File: src/rtl/sa_autosa_sdp_rdma_split.sv
// sa_autosa_sdp_rdma_split: splits one wide read-DMA return word into a
// sequence of narrow beats, lowest segment first.
//   16-bit mode (cfg_dp_8=0): RATIO beats, each a full NW-bit segment.
//   8-bit mode  (cfg_dp_8=1): 2*RATIO beats, each an NHW-bit half-segment
//                             zero-extended into the low half of the beat.
// Ports:
//   autosa_core_clk / autosa_core_rst : clock, synchronous active-high reset
//   cfg_dp_8                          : mode, latched on word acceptance
//   inp_pvld / inp_prdy / inp_data    : wide word handshake (WW bits)
//   out_pvld / out_prdy / out_data    : narrow beat handshake (NW bits)
//   out_last                          : final beat of the current word
module sa_autosa_sdp_rdma_split #(
  parameter int unsigned WW    = 256,
  parameter int unsigned NW    = 64,
  parameter int unsigned NHW   = NW / 2,
  parameter int unsigned RATIO = WW / NW
) (
  input  logic          autosa_core_clk,
  input  logic          autosa_core_rst,
  input  logic          cfg_dp_8,
  input  logic          inp_pvld,
  output logic          inp_prdy,
  input  logic [WW-1:0] inp_data,
  output logic          out_pvld,
  input  logic          out_prdy,
  output logic [NW-1:0] out_data,
  output logic          out_last
);

  // 4 bits covers the largest beat index, 2*8-1 = 15.
  localparam int unsigned CW = 4;
  // Wide enough to hold any legal bit offset into the holding register.
  localparam int unsigned OW = $clog2(WW) + 1;

  typedef enum logic {
    ST_EMPTY = 1'b0,
    ST_FULL  = 1'b1
  } state_e;

  state_e          state_q;
  logic [WW-1:0]   hold_data_q;
  logic [CW-1:0]   cnt_q;
  logic            mode_q;

  logic            hold_vld;
  logic            is_last;
  logic            out_hs;
  logic            inp_hs;
  logic [OW-1:0]   full_off;
  logic [OW-1:0]   half_off;

  assign hold_vld = (state_q == ST_FULL);
  assign is_last  = mode_q ? (cnt_q == CW'(2 * RATIO - 1))
                           : (cnt_q == CW'(RATIO - 1));

  // Ready looks through to out_prdy on the last beat so consecutive words
  // stream without an idle cycle between them.
  assign inp_prdy = !hold_vld || (out_prdy && is_last);
  assign out_pvld = hold_vld;
  assign out_last = hold_vld && is_last;

  assign out_hs   = hold_vld && out_prdy;
  assign inp_hs   = inp_pvld && inp_prdy;

  // Beat counter, latched mode and FSM state.
  always_ff @(posedge autosa_core_clk) begin
    if (autosa_core_rst) begin
      state_q <= ST_EMPTY;
      cnt_q   <= '0;
      mode_q  <= 1'b0;
    end else begin
      case (state_q)
        ST_EMPTY: begin
          if (inp_hs) begin
            state_q <= ST_FULL;
            cnt_q   <= '0;
            mode_q  <= cfg_dp_8;
          end
        end
        ST_FULL: begin
          if (inp_hs) begin
            // Only reachable on the last-beat handshake: reload in place.
            cnt_q  <= '0;
            mode_q <= cfg_dp_8;
          end else if (out_hs) begin
            if (is_last) begin
              state_q <= ST_EMPTY;
              cnt_q   <= '0;
            end else begin
              cnt_q <= cnt_q + CW'(1);
            end
          end
        end
        default: begin
          state_q <= ST_EMPTY;
          cnt_q   <= '0;
        end
      endcase
    end
  end

  // Data holding register; contents are meaningless while empty.
  always_ff @(posedge autosa_core_clk) begin
    if (inp_hs) begin
      hold_data_q <= inp_data;
    end
  end

  assign full_off = OW'(cnt_q) * OW'(NW);
  assign half_off = OW'(cnt_q) * OW'(NHW);

  // Beat select; the unused offset may overrun in the other mode but is
  // never routed to the output.
  always_comb begin
    out_data = '0;
    if (mode_q) begin
      out_data = {{(NW - NHW){1'b0}}, hold_data_q[half_off +: NHW]};
    end else begin
      out_data = hold_data_q[full_off +: NW];
    end
  end

endmodule

File: config.mk
export PLATFORM = sky130hd
export DESIGN_NAME = sa_autosa_sdp_rdma_split
export DESIGN_NICKNAME = d
export VERILOG_FILES = /design/src/rtl/sa_autosa_sdp_rdma_split.sv
export SDC_FILE = /design/constraint.sdc
export NUM_CORES = 1
export LEC_CHECK = 0
export CORE_MARGIN = 4
export CORE_UTILIZATION = 44
export CTS_BUF_LIST = sky130_fd_sc_hd__clkbuf_4 sky130_fd_sc_hd__clkbuf_8 sky130_fd_sc_hd__clkbuf_16
export CTS_CLUSTER_SIZE = 14
export DETAILED_ROUTE_END_ITERATION = 10
export HOLD_SLACK_MARGIN = 0.02
export PLACE_DENSITY = 0.75
export SLEW_MARGIN = 20
export SYNTH_ARGS = -nofsm -noshare
export SYNTH_HDL_FRONTEND = slang
export SYNTH_SLANG_ARGS = --single-unit
File: constraint.sdc
create_clock -name autosa_core_clk -period 8.3 [get_ports autosa_core_clk]
set_clock_uncertainty 0.15 [all_clocks]
set_input_delay 1.66 -clock autosa_core_clk [delete_from_list [all_inputs] [get_ports autosa_core_clk]]
set_output_delay 1.66 -clock autosa_core_clk [all_outputs]
set_load 0.02 [all_outputs]
==> results.md, run 1 <==
- Status: complete, no violations
- Synth area leaders: edfxtp_1 64%, mux4_2 12%, mux2i_1 11%, o22ai_1 3.3%, a211o_1 2.3%
- Cts hold-fix bufs: 0
- Total Power: 3.29 mW
- CP max FO: 137
- Via count: 7,836
- CTS tree: yes
- CP Class: reg2out
- Peak Freq: 182 MHz
- Util after Layout: 61.2%
- Pwr/cell area: 199 mW/mm^2
- Critical Path RT: 6490 ps
- Synthesized net count: 943
- Cells along the critical path: buf_12 > buf_4 > mux4_2 > a211o_1 > clkdlybuf4s50_1
- H-tree depth: 1
- Initial antenna violation count: 11
- Flops & latches, synth: 262
- Async S/R FF share, synth: 0%
- CP Data Arrival Time: 3680 ps
- Drt wl/cell: 23.7 um
- Synth top area share: 63.9%
- Top-count cell post-synth: edfxtp_1
- Area growth syn-to-layout: 37.3%
- Tmin final: 5490 ps
- Worst Hold Class: reg2reg
- Syn_area_per_cell: 17.7 sq um
- Vias per std cell: 5.74
- Post-synth top area cell: edfxtp_1
- CP max stage cell: buf_12
- Worst R2R End: hold_data_q[190]$_DFFE_PP_
- Endpoints failing hold: 0
- Top cells by count, synth: 256 x edfxtp_1, 129 x mux2i_1, 64 x mux4_2, 64 x o22ai_1
- Total grt overflow: 0
- I/O Buffers: 327
- Placer congestion estimate: 0.797
- Sequential area share after synthesis: 64.9%
- CORE AREA: 0.0270 sq mm
- Die width: 173 um
- Crit start category: flop
- Vias in the first global route: 8,302
- Tcrit/Tclk final: 66.2%
- Final Net Count: 1,256
- Setup slack, reg-to-reg: 3820 ps
- Register clock-pin slew on the reported worst setup and hold paths: 60 ps
- Unrepaired setup endpoints after global routing: no
- Drc violations: 0
- Vert. Die Dim: 173 um
- Count of final setup violators: 0
- Hpwl dp: 21,400 um
- Largest net degree at the start of global routing: 141
- Reg2reg start: cnt_q[0]$_SDFFE_PP0P_
- Clock tree root driver cell: clkbuf_16
- Post-Syn Instances: 681
- Element type at the critical path end: output port
- Die area: 0.0300 sq mm
- CTS-repair resized insts: 0
- P_leak: 5.35 nW
- Total wire length: 32,400 um
- Fin Setup TNS: 0 ps
- IO Count: 328
- CTS Buffer Depth: 3
- TritonCTS Sinks: 262
- Post-synthesis cell area: 0.0120 sq mm
- Clock Latency Late Sink: 540 ps
- Fraction of layout cells with a size suffix above 1: 12.8%
- Antenna viol nets, final: 0
- Max Slew Vio Count: 0
- Cell Rows: 60
- Relative slew slack: 26.9%
- Slew @ Worst Pin: 1100 ps
- First-pass GRT wire length: 48,100 um
- Worst IR drop on VDD: 0.135 mV
- Initial drt markers: 622
- Max-Cap Viols: 0
- Total track usage: 20.7%
- Post-CTS setup buffer count: 0
- R2R depth: 6
- Count of cell types in the netlist: 40
- Worst Setup SP: cnt_q[1]$_SDFFE_PP0P_
- Critical Path Max Stage Delay: 650 ps
- Critical path endpoint: out_data[19]
- DR pass1 iterations: 5
- Initial Utilization: 44.6%
- Number of synthesized flops with an enable pin: 256
- Yosys Warn Count: 0
- Top_reg_cell synth: edfxtp_1
- TritonCTS buffer count: 30
state kept, by name (all words and copies together) (netlist names):
| signal | cells |
|---|---|
| cnt_q | 4 |
| mode_q | 1 |
| hold_data_q | 256 |
| out_pvld | 1 |
report_power, final:
part,internal [mW],switching [mW],total (mW)
sequential,1.54,0.0412,1.58
combinational,0.250,0.187,0.437
clock,0.757,0.514,1.27
total,2.55,0.742,3.29
per-stage QoR:
| stage | instances | hold slack, ps | worst slack (ps) | instance area, sq um |
|---|---|---|---|---|
| after CTS | 1357 | 481 | 2790 | 16500 |
| after floorplan | 681 | 446 | 2000 | 12000 |
| after global placement | 1303 | 466 | 3060 | 15500 |
| final | 1366 | 480 | 2810 | 16500 |
| after global routing | 1366 | 524 | 2610 | 16500 |
| after detailed placement | 1303 | 476 | 3040 | 15500 |
final cells by class:
| cell class | count | area, sq um |
|---|---|---|
| antenna | 9 | 22.5 |
| inverter | 4 | 15.0 |
| fill | 1998 | 10400 |
| timing repair buffer | 335 | 3360 |
| clock buffer | 40 | 826 |
| sequential | 262 | 7820 |
| tap | 341 | 427 |
| clock inverter | 14 | 130 |
| multi-input combinational | 361 | 3910 |
kinds of logic (layout without fill, tap and decap cells):
kind of cell             count (synthesis)  count (layout)  synth area share, %
AND/OR/NAND/NOR                         56              56                 3.08
flip-flops                             262             262                 64.9
other                                    0               9                    0
multiplexers                           193             193                 22.7
XOR/XNOR                                 1               1               0.0729
buffers and inverters                   58             393                 2.63
adder cells (fa/ha/maj)                  1               1                0.104
AO/OA/AOI/OAI                          110             110                 6.43
worst min path at each step:
stage,to,from,cells past startpoint,slack (ps)
3_3_place_gp,mode_q$_SDFFE_PP0P_,mode_q$_SDFFE_PP0P_,2,470
2_1_floorplan,mode_q$_SDFFE_PP0P_,mode_q$_SDFFE_PP0P_,3,450
4_1_cts,cnt_q[1]$_SDFFE_PP0P_,out_pvld$_SDFF_PP0_,2,480
3_5_place_dp,cnt_q[1]$_SDFFE_PP0P_,out_pvld$_SDFF_PP0_,2,480
5_1_grt,cnt_q[1]$_SDFFE_PP0P_,out_pvld$_SDFF_PP0_,2,520
6_report,cnt_q[1]$_SDFFE_PP0P_,out_pvld$_SDFF_PP0_,2,480
placed cells by master, fill, tap and decap left out, types with 5 or more instances in the layout:
master	netlist	layout
clkdlybuf4s50_1	0	327
edfxtp_1	256	256
mux2i_1	129	129
mux4_2	64	64
o22ai_1	64	64
nor2b_1	32	32
a211o_1	32	32
clkbuf_16	0	30
clkbuf_4	0	10
diode_2	0	9
buf_4	3	6
a21oi_1	5	5
clkinv_1	0	5
worst max-delay path, delay by kind of cell (launching register included):
kind / cells / cell delay, ps
buffers and inverters: 3 / 1790
multiplexers: 1 / 570
flip-flops: 1 / 350
AO/OA/AOI/OAI: 1 / 330
per-layer routing:
metal | vias up | wire (um) | global-route usage, %
met4 | 4 | 1240 | 9.11
li1 | 3482 | - | -
met3 | 82 | 2360 | 4.86
met1 | 3907 | 12200 | 25.3
met5 | - | 27 | 0
met2 | 361 | 16500 | 35.4
No activity file was read; power rests on OpenSTA's default activity.
==> run 2, diff against run 1 <==
CORE_UTILIZATION = 45   (was 44)
PLACE_DENSITY = 0.73   (was 0.75)
clock period = 5.06 ns   (was 8.3 ns; I/O delays follow)
==> results.md, run 2 (synthesized netlist as in run 1, its figures left out) <==
- Vert. Die Dim: 171 um (-1.1%)
- H-tree depth: 1 (unchanged)
- Vias in the first global route: 8,246 (-0.67%)
- CP max stage cell: dfxtp_4
- Peak Freq: 209 MHz
- Worst IR drop on VDD: 0.294 mV (+120%)
- CP bufs+invs: 2 (-1)
- TritonCTS Sinks: 262 (unchanged)
- Largest Register: hold_data_q
- CTS-repair resized insts: 0 (unchanged)
- Final Net Count: 1,267 (+0.88%)
- CTS Buffer Depth: 3 (unchanged)
- CP max FO: 47 (-66%)
- Status: complete, no violations
- Total wire length: 32,200 um (-0.57%)
- Die width: 171 um (-1.1%)
- Cell family with most CP delay: buffers and inverters
- Die area: 0.0294 sq mm (-2.1%)
- Multi-input gate area: 0.00391 sq mm (-0.13%)
- I/O Buffers: 327 (unchanged)
- Post-CTS setup buffer count: 0 (unchanged)
- Element type at the critical path end: output port
- Register clock-pin slew on the reported worst setup and hold paths: 60 ps (about the same)
- Cts hold-fix bufs: 0 (unchanged)
- Largest net degree at the start of global routing: 58 (-59%)
- Max Slew Vio Count: 0 (unchanged)
- Unrepaired setup endpoints after global routing: no
- Critical Path Max Stage Delay: 850 ps (+200 ps)
- Hold Path Origin: out_pvld$_SDFF_PP0_
- Pwr/cell area: 328 mW/mm^2 (+64%)
- Initial antenna violation count: 11 (unchanged)
- Fin Setup TNS: 0 ps (unchanged)
- Max Used Layer: met5
- Initial Utilization: 45.9% (+1.3 points)
- Worst R2R End: hold_data_q[244]$_DFFE_PP_
- Vias per std cell: 5.69 (-0.89%)
- Cells along the critical path: nand4b_1 > buf_4 > o22ai_1 > a211o_1 > clkdlybuf4s50_1
- Largest registers: hold_data_q (256), cnt_q (4)
- Placer congestion estimate: 0.813 (+2.1%)
- First-pass GRT wire length: 46,700 um (-2.9%)
- Total track usage: 21.0% (+0.27 points)
- Reg area: 0.00782 sq mm (unchanged)
- Placed cell areas: 0.0157 sq mm (+0.82%)
- Setup slack, reg-to-reg: 1720 ps (-2100 ps)
- Commonest cells after routing, fill and taps aside: 327 x clkdlybuf4s50_1, 256 x edfxtp_1, 129 x mux2i_1
- Max reg flops: 256 (unchanged)
- CP Class: reg2out
- Worst Setup SP: cnt_q[0]$_SDFFE_PP0P_
- DR pass1 iterations: 5 (unchanged)
- CP Data Arrival Time: 3620 ps (-60 ps)
- Endpoints failing hold: 0 (unchanged)
- Hold Path Sink: cnt_q[1]$_SDFFE_PP0P_
- P_leak: 5.44 nW (+1.6%)
- WHS Path Cells: 2 (unchanged)
- Clock Latency Late Sink: 540 ps (about the same)
- Clock tree root driver cell: clkbuf_16
- Via count: 7,806 (-0.38%)
- Area growth syn-to-layout: 38.6%
- Filler cells: 1,858 (-7.0%)
- Hpwl dp: 22,700 um (+6.1%)
- Wl on met1: 12,100 um (-0.78%)
- CORE AREA: 0.0262 sq mm (-2.8%)
- R2R depth: 5 (-1)
- Tcrit/Tclk final: 94.4%
- Tmin final: 4780 ps
- Count of final setup violators: 0 (unchanged)
- Fraction of layout cells with a size suffix above 1: 13.6% (+0.84 points)
- Design area: 0.0167 sq mm (+0.94%)
- Crit start category: flop
- Worst Hold Class: reg2reg
- Met2 Wirelength: 16,500 um (about the same)
- Drt wl/cell: 23.4 um (-1.1%)
- Met3 wire len: 2320 um (-1.8%)
- Cell Rows: 59 (-1.7%)
- Critical Path RT: 3900 ps (-2590 ps)
- Max-Cap Viols: 0 (unchanged)
- Util after Layout: 63.6% (+2.3 points)
- Antenna viol nets, final: 0 (unchanged)
- Drc violations: 0 (unchanged)
- CTS tree: yes
- Initial drt markers: 548 (-12%)
- Reg2reg start: cnt_q[0]$_SDFFE_PP0P_
- Leading cell type in the layout, fill and taps excluded: clkdlybuf4s50_1
- Total grt overflow: 0 (unchanged)
- Relative slew slack: 29.3% (+2.4 points)
- IO Count: 328 (unchanged)
- TritonCTS buffer count: 29 (-3.3%)
- Slew @ Worst Pin: 1060 ps (-36.4 ps)
-- run 2: cell count changes in the layout (fill, tap and decap cells not counted), sizes merged --
cell and delta:
buf +12, bufinv +2, clkbuf -5, clkinv +1, clkinvlp -1, diode +2, inv +2
-- run 2: worst max-delay path by stage --
| stage | to | cells after the start |
|---|---|---|
| 2_1_floorplan | hold_data_q[0]$_DFFE_PP_ | 3 |
| 3_3_place_gp | out_data[28] | 5 |
| 3_5_place_dp | out_data[21] | 5 |
| 4_1_cts | out_data[16] | 5 |
| 5_1_grt | out_data[20] | 5 |
| 6_report | out_data[24] | 5 |
-- run 2: worst min-delay path, delay by kind of cell, from the launching register on --
kind / cells / cell delay (ps)
AOI/OAI and AO/OA: 1 / 60
DFF: 1 / 420
and+or+nand+nor: 1 / 120
-- run 2: power by group --
| group | switching (mW) | internal [mW] |
|---|---|---|
| combinational | 0.308 | 0.419 |
| sequential | 0.0685 | 2.53 |
| clock | 0.841 | 1.29 |
-- run 2: metrics by stage --
| step | hold WS [ps] | power (mW) | setup slack [ps] | std cells |
|---|---|---|---|---|
| global route | 546 | 5.65 | 10.2 | 1372 |
| finish | 495 | 5.46 | 282 | 1373 |
| CTS | 493 | 5.51 | 175 | 1362 |
| floorplan | 446 | 2.95 | 747 | 681 |
| global placement | 467 | 3.36 | 841 | 1309 |
| detailed placement | 481 | 3.37 | 778 | 1309 |
-- run 2: area by class of cell --
cell class	instances	area share, %
flip-flops and latches	262	46.9
multi-input cells	361	23.4
repair buffers	347	21.0
clock buffers	35	4.63
well taps	335	2.52
clock inverters	18	1.25
diodes	11	0.165
inverters	4	0.0901
-- run 2: layer usage --
| metal | global-route usage (%) | vias up |
|---|---|---|
| met5 | 0 | - |
| met4 | 8.82 | 4 |
| met3 | 5.15 | 78 |
| met2 | 36.3 | 320 |
| met1 | 25.2 | 3900 |
| li1 | - | 3504 |
==> run 3, diff against run 2 <==
CTS_CLUSTER_SIZE = not set   (was 14)
SKIP_LAST_GASP = 1   (was not set)
==> results.md, run 3 (synthesized netlist as in run 1, its figures left out) <==
- Status: complete, no violations
- Max Slew Vio Count: 0 (unchanged)
- Leading cell type in the layout, fill and taps excluded: clkdlybuf4s50_1
- Vert. Die Dim: 171 um (unchanged)
- WHS Path Cells: 2 (unchanged)
- Cell family with most CP delay: buffers and inverters
- Endpoints failing hold: 0 (unchanged)
- Clock tree root driver cell: clkbuf_16
- Total wire length: 32,200 um (+0.11%)
- Area growth syn-to-layout: 38.4%
- Cts hold-fix bufs: 0 (unchanged)
- Die area: 0.0294 sq mm (unchanged)
- Hold slack: 492 ps (-3.65 ps)
- H-tree depth: 1 (unchanged)
- Placer congestion estimate: 0.813 (unchanged)
- Total grt overflow: 0 (unchanged)
- IO Count: 328 (unchanged)
- Crit start category: flop
- Initial antenna violation count: 11 (unchanged)
- Vias in the first global route: 8,264 (+0.22%)
- Hpwl dp: 22,700 um (unchanged)
- Cells along the critical path: nand4b_1 > buf_4 > o22ai_1 > a211o_1 > clkdlybuf4s50_1
- Worst R2R End: hold_data_q[240]$_DFFE_PP_
- Initial drt markers: 534 (-2.6%)
- Tcrit/Tclk final: 94.5% (+0.11 points)
- Max-Cap Viols: 0 (unchanged)
- Largest net degree at the start of global routing: 58 (unchanged)
- First-pass GRT wire length: 46,700 um (about the same)
- Hold Path Sink: cnt_q[1]$_SDFFE_PP0P_
- Count of final setup violators: 0 (unchanged)
- Die width: 171 um (unchanged)
- CTS Buffer Depth: 3 (unchanged)
- Largest Register: hold_data_q
- Final Net Count: 1,267 (unchanged)
- Pwr/cell area: 325 mW/mm^2 (-0.90%)
- Critical Path RT: 3900 ps (about the same)
- CORE AREA: 0.0262 sq mm (unchanged)
- Worst IR drop on VDD: 0.298 mV (+1.6%)
- CTS tree: yes
- Vias per std cell: 5.67 (-0.19%)
- CP Class: reg2out
- Reg area: 0.00782 sq mm (unchanged)
- Fraction of layout cells with a size suffix above 1: 13.7% (+0.097 points)
- CTS-repair resized insts: 0 (unchanged)
- TritonCTS Sinks: 262 (unchanged)
- DR pass1 iterations: 6 (+1)
- Peak Freq: 209 MHz (-0.12%)
- Worst Hold Class: reg2reg
- TritonCTS buffer count: 29 (unchanged)
- Unrepaired setup endpoints after global routing: no
- Drt wl/cell: 23.5 um (+0.11%)
- Antenna viol nets, final: 0 (unchanged)
- Slew @ Worst Pin: 1060 ps (+0.734 ps)
- Fin Setup TNS: 0 ps (unchanged)
- Largest registers: hold_data_q (256), cnt_q (4)
- Reg2reg start: cnt_q[0]$_SDFFE_PP0P_
- Post-CTS setup buffer count: 0 (unchanged)
- Drc violations: 0 (unchanged)
- Commonest cells after routing, fill and taps aside: 327 x clkdlybuf4s50_1, 256 x edfxtp_1, 129 x mux2i_1
- CP Data Arrival Time: 3620 ps (about the same)
- Initial Utilization: 45.9% (unchanged)
- R2R depth: 5 (unchanged)
- CP max stage cell: dfxtp_4
- Element type at the critical path end: output port
- Register clock-pin slew on the reported worst setup and hold paths: 60 ps (about the same)
- Via count: 7,791 (-0.19%)
- Util after Layout: 63.5% (-0.091 points)
- CP bufs+invs: 2 (unchanged)
- Multi-input gate area: 0.00391 sq mm (unchanged)
- CP max FO: 47 (unchanged)
- Filler cells: 1,858 (unchanged)
- Clock Latency Late Sink: 540 ps (about the same)
- Hold Path Origin: out_pvld$_SDFF_PP0_
- Relative slew slack: 29.3% (-0.049 points)
- I/O Buffers: 327 (unchanged)
- Setup slack, reg-to-reg: 1710 ps (about the same)
- Total track usage: 21.0% (about the same)
- Total Power: 5.40 mW (-1.0%)
- Max reg flops: 256 (unchanged)
- Critical Path Max Stage Delay: 840 ps (about the same)
- Cell Rows: 59 (unchanged)
- P_leak: 5.42 nW (-0.24%)
- Tmin final: 4780 ps (+5.55 ps)
run 3: layout make-up:
type | instances | area share (%)
clock inverters | 18 | 1.11
inverters | 4 | 0.0903
repair buffers | 347 | 21.0
diodes | 11 | 0.165
flip-flops and latches | 262 | 47.0
multi-input cells | 361 | 23.5
clock buffers | 35 | 4.63
well taps | 335 | 2.52
run 3: where the power goes:
part | leakage [nW] | switching [mW] | internal [mW] | total [mW]
logic | 2.46 | 0.308 | 0.419 | 0.727
clock network | 0.476 | 0.835 | 1.24 | 2.08
registers | 2.49 | 0.0686 | 2.53 | 2.60
total | 5.42 | 1.21 | 4.19 | 5.40
run 3: how the worst max path moves through the flow:
stage          slack, ps  cells after the start             startpoint                        to
5_1_grt               10                      5  cnt_q[0]$_SDFFE_PP0P_              out_data[20]
3_5_place_dp         780                      5  cnt_q[0]$_SDFFE_PP0P_              out_data[21]
6_report             280                      5  cnt_q[0]$_SDFFE_PP0P_              out_data[24]
2_1_floorplan        750                      3               out_prdy  hold_data_q[0]$_DFFE_PP_
3_3_place_gp         840                      5  cnt_q[0]$_SDFFE_PP0P_              out_data[28]
4_1_cts              180                      5  cnt_q[0]$_SDFFE_PP0P_              out_data[16]
run 3: stage by stage:
stage / setup slack (ps) / cell area, sq um / std cells
global route: 11.6 / 16600 / 1372
CTS: 176 / 16600 / 1362
global placement: 841 / 15700 / 1309
finish: 276 / 16600 / 1373
detailed placement: 778 / 15700 / 1309
floorplan: 747 / 12000 / 681
run 3: per-layer routing:
layer / GRT usage (%) / vias up / wire (um)
li1: - / 3507 / -
met1: 25.2 / 3884 / 12200
met2: 36.4 / 321 / 16600
met3: 5.15 / 75 / 2310
met4: 8.58 / 4 / 1160
met5: 0 / - / 27
run 3: worst min-delay path: cells and delay by family, from the launching register on:
family | cells | cell delay (ps)
and+or+nand+nor | 1 | 120
DFF | 1 | 420
AOI/OAI and AO/OA | 1 | 60
